### src/rtl/car_counter.sv
// car_counter: parking-lot occupancy counter.
//
// It watches the entry-lane and exit-lane beam pairs and decodes complete
// car passages. It keeps the number of parked cars, drives the entry gate
// enable, and reports rejected entries and exit underflow.
//
// Ports:
//   clk            system clock, rising edge
//   rst            asynchronous reset, active low
//   in_a, in_b     entry lane outer / inner beam (1 = blocked), async to clk
//   out_a, out_b   exit lane inner / outer beam (1 = blocked), async to clk
//   clr_err        synchronous clear of err_underflow
//   count          cars parked, 0..CAPACITY
//   gate_open      entry barrier enable (count < CAPACITY)
//   car_in         one-cycle pulse per accepted entry
//   car_out        one-cycle pulse per accepted exit
//   reject         one-cycle pulse when an entry completes at full
//   err_underflow  sticky, set when an exit completes at count == 0

// Per-sensor conditioning: a 2-flop synchronizer followed by a debouncer.
// The debounced value flips after DEB_CYCLES consecutive disagreeing cycles.
module car_counter_cond #(
    parameter int DEB_CYCLES = 4
) (
    input  logic clk,
    input  logic rst,
    input  logic raw,
    output logic deb
);
    localparam logic [3:0] DEB_LAST = 4'(DEB_CYCLES - 1);

    logic       s1, s2;
    logic [3:0] cnt;

    always_ff @(posedge clk or negedge rst) begin
        if (!rst) begin
            s1  <= 1'b0;
            s2  <= 1'b0;
            deb <= 1'b0;
            cnt <= '0;
        end else begin
            s1 <= raw;
            s2 <= s1;
            if (s2 != deb) begin
                // The last disagreeing cycle flips the value at this edge.
                if (cnt == DEB_LAST) begin
                    deb <= s2;
                    cnt <= '0;
                end else begin
                    cnt <= cnt + 4'd1;
                end
            end else begin
                cnt <= '0;
            end
        end
    end
endmodule

// Per-lane passage decoder. Here a is the first beam met in the travel
// direction. evt is high during the cycle in which the FSM leaves S_B on a
// clear (0,0). The top level registers the pulse and the new count on that
// same edge.
module car_counter_lane (
    input  logic clk,
    input  logic rst,
    input  logic a,
    input  logic b,
    output logic evt
);
    typedef enum logic [1:0] {IDLE, S_A, S_AB, S_B} state_t;
    state_t state;

    assign evt = (state == S_B) && !a && !b;

    always_ff @(posedge clk or negedge rst) begin
        if (!rst) begin
            state <= IDLE;
        end else begin
            unique case (state)
                IDLE: if (a && !b) state <= S_A;
                S_A: begin
                    if (a && b)        state <= S_AB;
                    else if (!a)       state <= IDLE;  // backed out or invalid
                end
                S_AB: begin
                    if (!a && b)       state <= S_B;
                    else if (a && !b)  state <= S_A;
                    else if (!a && !b) state <= IDLE;
                end
                S_B: begin
                    if (a && b)        state <= S_AB;
                    else if (!b)       state <= IDLE;  // (0,0) is the passage
                end
                default: state <= IDLE;
            endcase
        end
    end
endmodule

module car_counter #(
    parameter int CAPACITY   = 12,
    parameter int DEB_CYCLES = 4
) (
    input  logic       clk,
    input  logic       rst,
    input  logic       in_a,
    input  logic       in_b,
    input  logic       out_a,
    input  logic       out_b,
    input  logic       clr_err,
    output logic [3:0] count,
    output logic       gate_open,
    output logic       car_in,
    output logic       car_out,
    output logic       reject,
    output logic       err_underflow
);
    localparam logic [3:0] CAP = 4'(CAPACITY);

    logic [3:0] raw, deb;
    logic [1:0] evt;      // [0] entry lane, [1] exit lane

    assign raw = {out_b, out_a, in_b, in_a};

    for (genvar i = 0; i < 4; i++) begin : g_cond
        car_counter_cond #(.DEB_CYCLES(DEB_CYCLES)) u_cond (
            .clk (clk),
            .rst (rst),
            .raw (raw[i]),
            .deb (deb[i])
        );
    end

    for (genvar g = 0; g < 2; g++) begin : g_lane
        car_counter_lane u_lane (
            .clk (clk),
            .rst (rst),
            .a   (deb[2*g]),
            .b   (deb[2*g+1]),
            .evt (evt[g])
        );
    end

    assign gate_open = (count < CAP);

    always_ff @(posedge clk or negedge rst) begin
        if (!rst) begin
            count         <= '0;
            car_in        <= 1'b0;
            car_out       <= 1'b0;
            reject        <= 1'b0;
            err_underflow <= 1'b0;
        end else begin
            car_in  <= 1'b0;
            car_out <= 1'b0;
            reject  <= 1'b0;
            // A clear can be overridden below by a new underflow in the same cycle.
            if (clr_err) err_underflow <= 1'b0;
            unique case (evt)
                2'b01: begin
                    if (count < CAP) begin
                        count  <= count + 4'd1;
                        car_in <= 1'b1;
                    end else begin
                        reject <= 1'b1;
                    end
                end
                2'b10: begin
                    if (count != 4'd0) begin
                        count   <= count - 4'd1;
                        car_out <= 1'b1;
                    end else begin
                        err_underflow <= 1'b1;
                    end
                end
                2'b11: begin
                    if (count >= CAP) begin
                        // At full, the exit frees a space but the entry has
                        // already been refused.
                        count   <= count - 4'd1;
                        car_out <= 1'b1;
                        reject  <= 1'b1;
                    end else if (count == 4'd0) begin
                        count         <= count + 4'd1;
                        car_in        <= 1'b1;
                        err_underflow <= 1'b1;
                    end else begin
                        car_in  <= 1'b1;
                        car_out <= 1'b1;
                    end
                end
                default: ;
            endcase
        end
    end
endmodule

### config.mk
export PLATFORM = sky130hd
export DESIGN_NAME = car_counter
export DESIGN_NICKNAME = d
export VERILOG_FILES = /design/src/rtl/car_counter.sv
export SDC_FILE = /design/constraint.sdc
export NUM_CORES = 1
export LEC_CHECK = 0
export BUFFER_PORTS_ARGS = -buffer_cell sky130_fd_sc_hd__buf_4
export CORE_ASPECT_RATIO = 0.6
export CORE_UTILIZATION = 53
export DETAILED_ROUTE_END_ITERATION = 8
export GPL_ROUTABILITY_DRIVEN = 1
export GPL_TIMING_DRIVEN = 1
export MAX_ROUTING_LAYER = met4
export PLACE_DENSITY = 0.72
export SETUP_SLACK_MARGIN = 0.2
export SLEW_MARGIN = 20
export SYNTH_ARGS = -nofsm -noshare
export SYNTH_HDL_FRONTEND = slang
export SYNTH_SLANG_ARGS = --single-unit
### constraint.sdc
create_clock -name clk -period 5 [get_ports clk]
set_input_delay 0.5 -clock clk [delete_from_list [all_inputs] [get_ports clk]]
set_output_delay 0.5 -clock clk [all_outputs]
set_load 0.02 [all_outputs]
Yosys cells after proc, flatten, opt, wreduce, memory -nomap -nowiden
Cells that the tools add are included.
{"block": "word_totals", "regBits": 40, "output_inout_bits": 9, "elab_cells": 133}
{"block": "op_classes", "add_sub_neg": 6, "n_lt_le_gt_ge": 2, "eq_ne": 28, "mux": 46, "reduce_logical": 28}
{"operator": "two-way mux 4 bit", "count": 12}
{"operator": "two-way mux 2 bit", "count": 16}
{"operator": "adder 4 x 1 -> 4 bit, second input constant", "count": 5}
{"operator": "equality test 4 x 2 -> 1 bit, second input constant", "count": 4}
{"operator": "one-hot mux 2 bit (4 select lines)", "count": 2}
{"operator": "equality test 2 bit, second input constant", "count": 6}
{"operator": "logical AND 1 bit", "count": 12}
{"operator": "one-hot mux 4 bit (3 select lines)", "count": 1}
{"operator": "AND reduction 4 bit", "count": 3}
{"operator": "two-way mux 1 bit", "count": 11}
{"operator": "!= test 3 bit, second input constant", "count": 3}
{"operator": "!= test 4 x 1 -> 1 bit, second input constant", "count": 2}
{"operator": "one-hot mux 1 bit (2 select lines)", "count": 4}
{"operator": "AND reduction 2 bit", "count": 4}
{"operator": "equality test 2 x 1 -> 1 bit, second input constant", "count": 3}
{"operator": "!= test 3 x 2 -> 1 bit, second input constant", "count": 2}
{"operator": ">= comparator 4 bit, second input constant", "count": 1}
{"operator": "logical NOT 1 bit", "count": 4}
{"operator": "logical NOT 2 bit", "count": 2}
{"operator": "logical NOT 4 bit", "count": 1}
{"operator": "less-than comparator 4 bit, second input constant", "count": 1}
{"operator": "!= test 1 bit", "count": 4}
{"operator": "!= test 2 x 1 -> 1 bit, second input constant", "count": 2}
{"operator": "!= test 2 bit, second input constant", "count": 2}
{"operator": "other kinds (3)", "count": 3}

Logic depth before layout (Yosys ltp)
Gate-level depths: netlist of the first run.
{"block": "depth", "word_depth": 6, "depth_mapped": 6}

Cells and area by module
A second synthesis of the first run with hierarchy kept.
{"block": "unflattened", "cells_unflattened": 162, "area_unflattened_um2": 2003.2}
{"mod": "car_counter_cond", "instances": 4, "cells_each": 20, "area_per_inst_um2": 280.3, "seq_area_each_um2": 175.2}
{"mod": "car_counter", "instances": 1, "cells_each": 48, "area_per_inst_um2": 499.2, "seq_area_each_um2": 200.2}
{"mod": "car_counter_lane (g_lane[1].u_lane)", "instances": 1, "cells_each": 19, "area_per_inst_um2": 197.7, "seq_area_each_um2": 50.0}
{"mod": "car_counter_lane (g_lane[0].u_lane)", "instances": 1, "cells_each": 15, "area_per_inst_um2": 185.2, "seq_area_each_um2": 50.0}

Worst setup path before layout of the first run
OpenSTA, ideal clock, no wires.
{"block": "synth_timing", "path_type": "register to register", "from": "register count[1]", "to": "register count[0]", "setup_time_ns": 0.134, "arrival_ns": 1.568, "path_slack_ns": 3.298, "stages_incl_launch_ff": 7, "n_path_buf": 0, "period_less_slack_ns": 1.702, "cell_sequence": "dfrtp_1 > inv_1 > ha_1 > nor3b_1 > nor2_1 > a211o_1 > xnor2_1"}
{"block": "synth_between", "elab_chain_len": 3, "word_cells_on_any_way": 10}
{"element": "start: declaration", "line_no": "111", "source": "output logic [3:0] count,"}
{"element": "start signal: assignment", "line_no": "162", "source": "count <= count + 4'd1;"}
{"element": "start signal: assignment", "line_no": "170", "source": "count <= count - 4'd1;"}
{"element": "start signal: assignment", "line_no": "180", "source": "count <= count - 4'd1;"}
{"element": ">= comparator 4 bit, or another cell as far along", "line_no": "177", "source": "if (count >= CAP) begin"}
{"element": "!= test 3 bit (no source line), or another cell as far along"}
{"element": "AND reduction 4 bit (no source line) / one-hot mux 4 bit (3 select lines) (equally long branches)"}
Several ways; a longest one is shown, not always the timed one.
A chain may end at the register's enable or synchronous reset.

Worst setup path after layout of the first run
{"block": "layout_timing", "from": "register count[2]", "to": "output port gate_open"}
{"block": "layout_between", "elab_chain_len": 1}
{"element": "less-than comparator 4 bit", "line_no": "144", "source": "assign gate_open = (count < CAP);"}
{"element": "end: declaration", "line_no": "112", "source": "output logic gate_open,"}
Every way passes these cells.

==> results.yml, run 1 <==
sta:
  fmax_mhz: 538
  relSlewSlack_pct: 66.3
  worst_slew_pin_slew_ns: 0.502
  rsz0062_at_grt: "no"
  finalHoldViolations: 0
  setup_violations: 0
  setup_tns_ns: 0
  fin_skew_ns: 0.00459
  min_period_ns: 1.86
  report.final.slew_viol_count: 0
  whs_ns: 0.169
  fin_crit_sh_pct: 37.2
worst_setup_path:
  cpMaxStageDelayCell: "dfrtp_1"
  cp_max_fo: 12
  crit_path_max_incr_delay_ns: 0.56
  cp-end-kind: "output pin"
  critPathKind: "flip-flop to output pin"
  crit_arrival_ns: 1.36
  required_ns: 4.50
  path_cells: "nand2_1 > buf_4"
  critical_path.startpoint_type: "flip-flop"
power:
  p_sw_share_pct: 34.3
  p_sw_w: 0.000360
  power.leakage_nw: 0.990
  intPower_w: 0.000690
  power.density_mw_per_mm2: 478
  pwr-share-seq_pct: 44.5
  p_clk_share_pct: 24.3
  ir_drop_mv: 0.293
  combPwrFrac_pct: 31.2
clocking:
  cts_sinks: 40
  cts_setup_buffers: 0
  cts_resized: 0
  cts_root_buffer: "clkbuf_8"
  numCtsBuffers: 5
  clk_pin_slew_ns: 0.07
  cts_tree: "done"
  insertion_delay_ns: 0.29
  clockBufferDepth: 2
  hold_buffers: 0
  h-tree-depth: 2
synthesis:
  syn_nets: 197
  synth_cell_types: 36
  ys_seq_elements: 40
  synth_cells: 175
  ys_seq_area_share_pct: 51.3
  syn_area_per_cell_sq_um: 11.2
  yosys_warnings: 0
  synthesis.area_sq_mm: 0.00195
grt:
  grt_overflow: 0
  grt_max_degree: 41
  grt_pass1_vias: 1345
  antenna_found_initial: 0
  grt_pass1_wl_mm: 5.83
  grt_usage_pct: 20.1
job:
  drv_cap: 0
die:
  die-area_sq_mm: 0.00394
  die_h_um: 49.0
  fp.dieW_um: 80.3
  core_sq_mm: 0.00338
  start_util_pct: 57.7
  rows: 16
  io_pins: 16
layout:
  antennaDiodeCount: 0
  layout.nets: 214
  fillCellCount: 234
  drive_gt1_share_pct: 16.1
  area_growth_pct: 12.6
detailed_routing:
  via_per_inst: 5.51
  drt_first_pass_iters: 4
  drt_iter0_drc: 63
  dr_total_vias: 1312
  finalWirelength_mm: 3.33
  wl_per_cell_um: 14.0
  drc: 0
  drtAntennaViolNets: 0
place:
  dp_hpwl_mm: 2.38
  gp_congestion: 0.828
  numPortBuffers: 15
hold_path:
  hp-class: "input pin to async pin"
status:
  status: "finished, final reports clean"
## layout make-up
class | count | area (sq um) | share of cell area (%)
inverters | 11 | 41.3 | 1.88
repair buffers | 15 | 113 | 5.12
flip-flops and latches | 40 | 1000 | 45.5
multi-input cells | 119 | 880 | 40.0
clock buffers | 6 | 72.6 | 3.30
clock inverters | 2 | 35.0 | 1.59
well taps | 45 | 56.3 | 2.56
## flip-flops by register name, summed over array words and instances, names as in the netlist
| name | flops |
|---|---|
| g_cond.u_cond.s1 | 4 |
| car_out | 1 |
| g_cond.u_cond.cnt | 16 |
| g_cond.u_cond.s2 | 4 |
| reject | 1 |
| g_lane.u_lane.state | 4 |
| err_underflow | 1 |
| count | 4 |
| g_cond.u_cond.deb | 4 |
| car_in | 1 |
## placed cells by master (no fill, tap or decap), types with 2 or more instances in the layout
| master | count |
|---|---|
| nand4bb_1 | 2 |
| ha_1 | 15 |
| nor3_1 | 11 |
| clkbuf_8 | 5 |
| a21oi_1 | 7 |
| buf_4 | 15 |
| inv_1 | 10 |
| mux4_2 | 2 |
| a211oi_1 | 3 |
| nand2b_1 | 4 |
| nor2b_1 | 4 |
| nand3b_1 | 4 |
| nor2_1 | 15 |
| o21ai_0 | 9 |
| dfrtp_1 | 40 |
| xnor2_1 | 5 |
| nand3_1 | 4 |
| nand2_1 | 10 |
| o22ai_1 | 2 |
| xor2_1 | 4 |
| nor3b_1 | 5 |
## per-layer routing
layer,track usage [%],vias up,share of wire (%)
met4,4.46,0,0.18
li1,-,642,-
met2,31.8,29,49
met5,-,-,0
met1,25.7,639,47
met3,5.98,2,4.2
## critical path: cells and delay by family, from the launching register on
kind | cells | cell delay [ns]
flops | 1 | 0.56
simple gates | 1 | 0.28
buf+inv | 1 | 0.24
## synth_stat cells
library cell,number,area [sq um]
a2111oi_2,1,15.0
a211o_1,1,8.76
a211oi_1,3,22.5
a211oi_2,1,12.5
a21oi_1,7,35.0
a22o_1,1,8.76
a32oi_1,1,8.76
and4bb_2,1,12.5
and4bb_4,1,16.3
buf_2,3,15.0
buf_6,1,11.3
clkbuf_1,1,3.75
dfrtp_1,40,1000
ha_1,15,188
inv_1,10,37.5
inv_2,1,3.75
mux2i_1,1,10.0
mux4_2,2,45.0
nand2_1,10,37.5
nand2_2,1,6.26
nand2b_1,4,25.0
nand3_1,4,20.0
nand3b_1,4,30.0
nand4bb_1,2,22.5
nor2_1,15,56.3
nor2b_1,4,25.0
nor3_1,11,55.1
nor3b_1,5,37.5
nor4_1,1,6.26
nor4_4,1,21.3
o21ai_0,9,45.0
o22ai_1,2,12.5
o31a_1,1,8.76
or3b_1,1,8.76
xnor2_1,5,43.8
xor2_1,4,35.0
## power by group through the flow
stage                     registers, W  logic, W  clock network [W]
after detailed placement      0.000473  0.000326                  0
after CTS                     0.000467  0.000330           0.000261
after floorplan               0.000463  0.000240                  0
after global routing          0.000479  0.000371           0.000273
final                         0.000467  0.000327           0.000256
after global placement        0.000465  0.000302                  0
## cell families after synthesis
family | synth area share, %
DFF | 51.3
buffers and inverters | 3.65
AOI/OAI and AO/OA | 9.10
muxes | 2.82
and+or+nand+nor | 19.5
xor gates and xnor gates | 4.04
adders and majority gates | 9.62
## worst paths after layout
kind / startpoint / end / slack [ns] / cells past startpoint
setup / recovery: count[2] / gate_open / 3.14 / 2
hold / removal: rst / g_cond[0].u_cond.cnt[1] / 0.17 / 1
setup reg to reg: count[1] / count[0] / 3.16 / 6
hold reg to reg: g_cond[1].u_cond.s1 / g_cond[1].u_cond.s2 / 0.35 / 0
max in group asynchronous: rst / count[2] / 4.49 / 1
min in group clk: out_b / g_cond[3].u_cond.s1 / 0.32 / 1
## per-stage QoR
stage	util, %	total power (W)	area, sq um	cells	setup WS, ns
CTS	65.0	0.00106	2200	238	3.16
detailed placement	61.8	0.000799	2090	230	3.24
finish	65.0	0.00105	2200	238	3.14
global placement	61.8	0.000768	2090	230	3.30
global route	65.0	0.00112	2200	238	3.03
floorplan	-	0.000703	1950	175	3.30
Note: power is estimated with default switching activity, not from simulation.
==> inputs of run 2 (changes only) <==
==> constraint.sdc (replaced) <==
create_clock -name clk -period 1.83 [get_ports clk]
set_input_delay 0.183 -clock clk [delete_from_list [all_inputs] [get_ports clk]]
set_output_delay 0.183 -clock clk [all_outputs]
set_load 0.02 [all_outputs]
==> run 2 against run 1 <==
Against the previous run: combinational power increased to 3.2 times the previous value; setup slack worse by 2.9 ns; sequential cell count unchanged; critical endpoint is now count[0].
==> results.yml, run 2 (same netlist as run 1, synthesis figures left out) <==
status:
  status: "finished, final reports clean"
sta:
  rsz0062_at_grt: "yes"
  min_period_ns: 1.55
  worst_slew_pin_slew_ns: 0.481
  fmax_mhz: 646
  finalHoldViolations: 0
  fin_crit_sh_pct: 84.6
  fin_skew_ns: 0.00313
  relSlewSlack_pct: 68.0
  whs_ns: 0.0840
  setup_violations: 0
  setup_tns_ns: 0
  report.final.slew_viol_count: 0
layout:
  area_growth_pct: 17.9
  largest_reg_flops: 16
  fillCellCount: 257
  final_util_pct: 68.0
  layout.nets: 223
  layout_common_cells: "dfrtp_1 (36), buf_4 (18), nor2_1 (15)"
  final_common_cell: "dfrtp_1"
  regMostFlops: "g_cond.u_cond.cnt"
  antennaDiodeCount: 0
  drive_gt1_share_pct: 20.8
worst_setup_path:
  cp-end-kind: "flip-flop"
  critical_path.startpoint_type: "flip-flop"
  required_ns: 2.04
  critPathKind: "flip-flop to flip-flop"
  crit_path_max_incr_delay_ns: 0.41
  crit_arrival_ns: 1.75
  r2r_slack_ns: 0.28
  rr_endpoint: "count[0]"
  reg2reg_depth: 6
  r2r_start: "count[0]"
  path_cells: "inv_1 > ha_4 > or3b_4 > a21oi_1 > a211o_1 > xnor2_1"
  cpMaxStageDelayCell: "dfrtp_2"
  cp_max_fo: 5
detailed_routing:
  finalWirelength_mm: 3.54
  via_per_inst: 5.59
  wl_per_cell_um: 14.3
  drt_first_pass_iters: 4
  drt_iter0_drc: 93
  drtAntennaViolNets: 0
  drc: 0
  dr_total_vias: 1381
grt:
  grt_usage_pct: 21.8
  grt_pass1_wl_mm: 6.21
  antenna_found_initial: 0
  grt_pass1_vias: 1388
  grt_overflow: 0
  grt_max_degree: 41
die:
  fp.dieW_um: 80.3
  core_sq_mm: 0.00338
  die-area_sq_mm: 0.00394
  start_util_pct: 57.7
  rows: 16
  die_h_um: 49.0
  io_pins: 16
hold_path:
  hp-class: "input pin to flip-flop"
  hold_start: "clr_err"
  min_to: "err_underflow"
  hold_depth: 2
place:
  dp_hpwl_mm: 2.39
  numPortBuffers: 15
  gp_congestion: 0.886
job:
  drv_cap: 0
power:
  ir_drop_mv: 0.711
  power.leakage_nw: 1.02
  power.density_mw_per_mm2: 1260
  totalPowerFinal_w: 0.00290
clocking:
  clockBufferDepth: 2
  cts_sinks: 40
  h-tree-depth: 2
  cts_tree: "done"
  insertion_delay_ns: 0.28
  numCtsBuffers: 5
  cts_root_buffer: "clkbuf_8"
  clk_pin_slew_ns: 0.07
## run 2: cell count changes in the layout (fill, tap and decap cells not counted), sizes merged
cell,before,now
dlygate4sd3,0,5
buf,15,18
clkbuf,6,8
and4bb,2,3
bufinv,1,0
clkinv,1,0
## run 2: layer usage
layer | wire length, um | share of wire [%] | GRT usage [%]
met5 | 0 | 0 | -
met4 | 34 | 0.96 | 5.65
met3 | 165 | 4.7 | 7.66
met2 | 1600 | 45 | 32.8
met1 | 1740 | 49 | 28.1
## run 2: timing repair
| action | CTS | global route |
|---|---|---|
| endpoints found under the hold margin | 42 | 2 |
| pin swaps | 0 | 2 |
| setup endpoints to repair | 2 | 5 |
| resized for setup | 2 | 5 |
| cloned | 0 | 1 |
| hold buffers | 3 | 2 |
| setup buffers | 2 | 0 |
## run 2: critical path, delay by kind of cell (launching register included)
kind	cells	cell delay, ns
AO/OA/AOI/OAI	2	0.27
XOR/XNOR	1	0.11
adder cells (fa/ha/maj)	1	0.17
buffers and inverters	1	0.11
flip-flops	1	0.41
AND/OR/NAND/NOR	1	0.40
## run 2: power breakdown
part | switching, W | internal (W) | total [W]
logic | 0.000518 | 0.000532 | 0.00105
registers | 0.000202 | 0.00106 | 0.00126
clock network | 0.000278 | 0.000307 | 0.000585
total | 0.000998 | 0.00190 | 0.00290
## run 2: final cells by class
class	instances	area, sq um	area share (%)
inverter	11	41.3	1.79
clock buffer	8	90.1	3.91
tap	45	56.3	2.45
timing repair buffer	23	185	8.04
multi-input combinational	120	923	40.1
sequential	40	1010	43.7
## run 2: worst max path at each step
stage	startpoint	endpoint	slack [ns]	cells past startpoint
after floorplan	count[1]	count[0]	0.24	6
after global placement	count[1]	count[0]	0.22	6
after detailed placement	count[1]	count[0]	0.16	6
after CTS	count[2]	gate_open	0.23	2
after global routing	count[0]	count[0]	0.18	6
final	count[0]	count[0]	0.28	6
## run 2: through the flow
stage	instances	cell area (sq um)	setup slack [ns]
floorplan	175	1960	0.242
global placement	231	2110	0.217
detailed placement	231	2110	0.163
CTS	244	2250	0.227
global route	247	2300	0.179
finish	247	2300	0.282
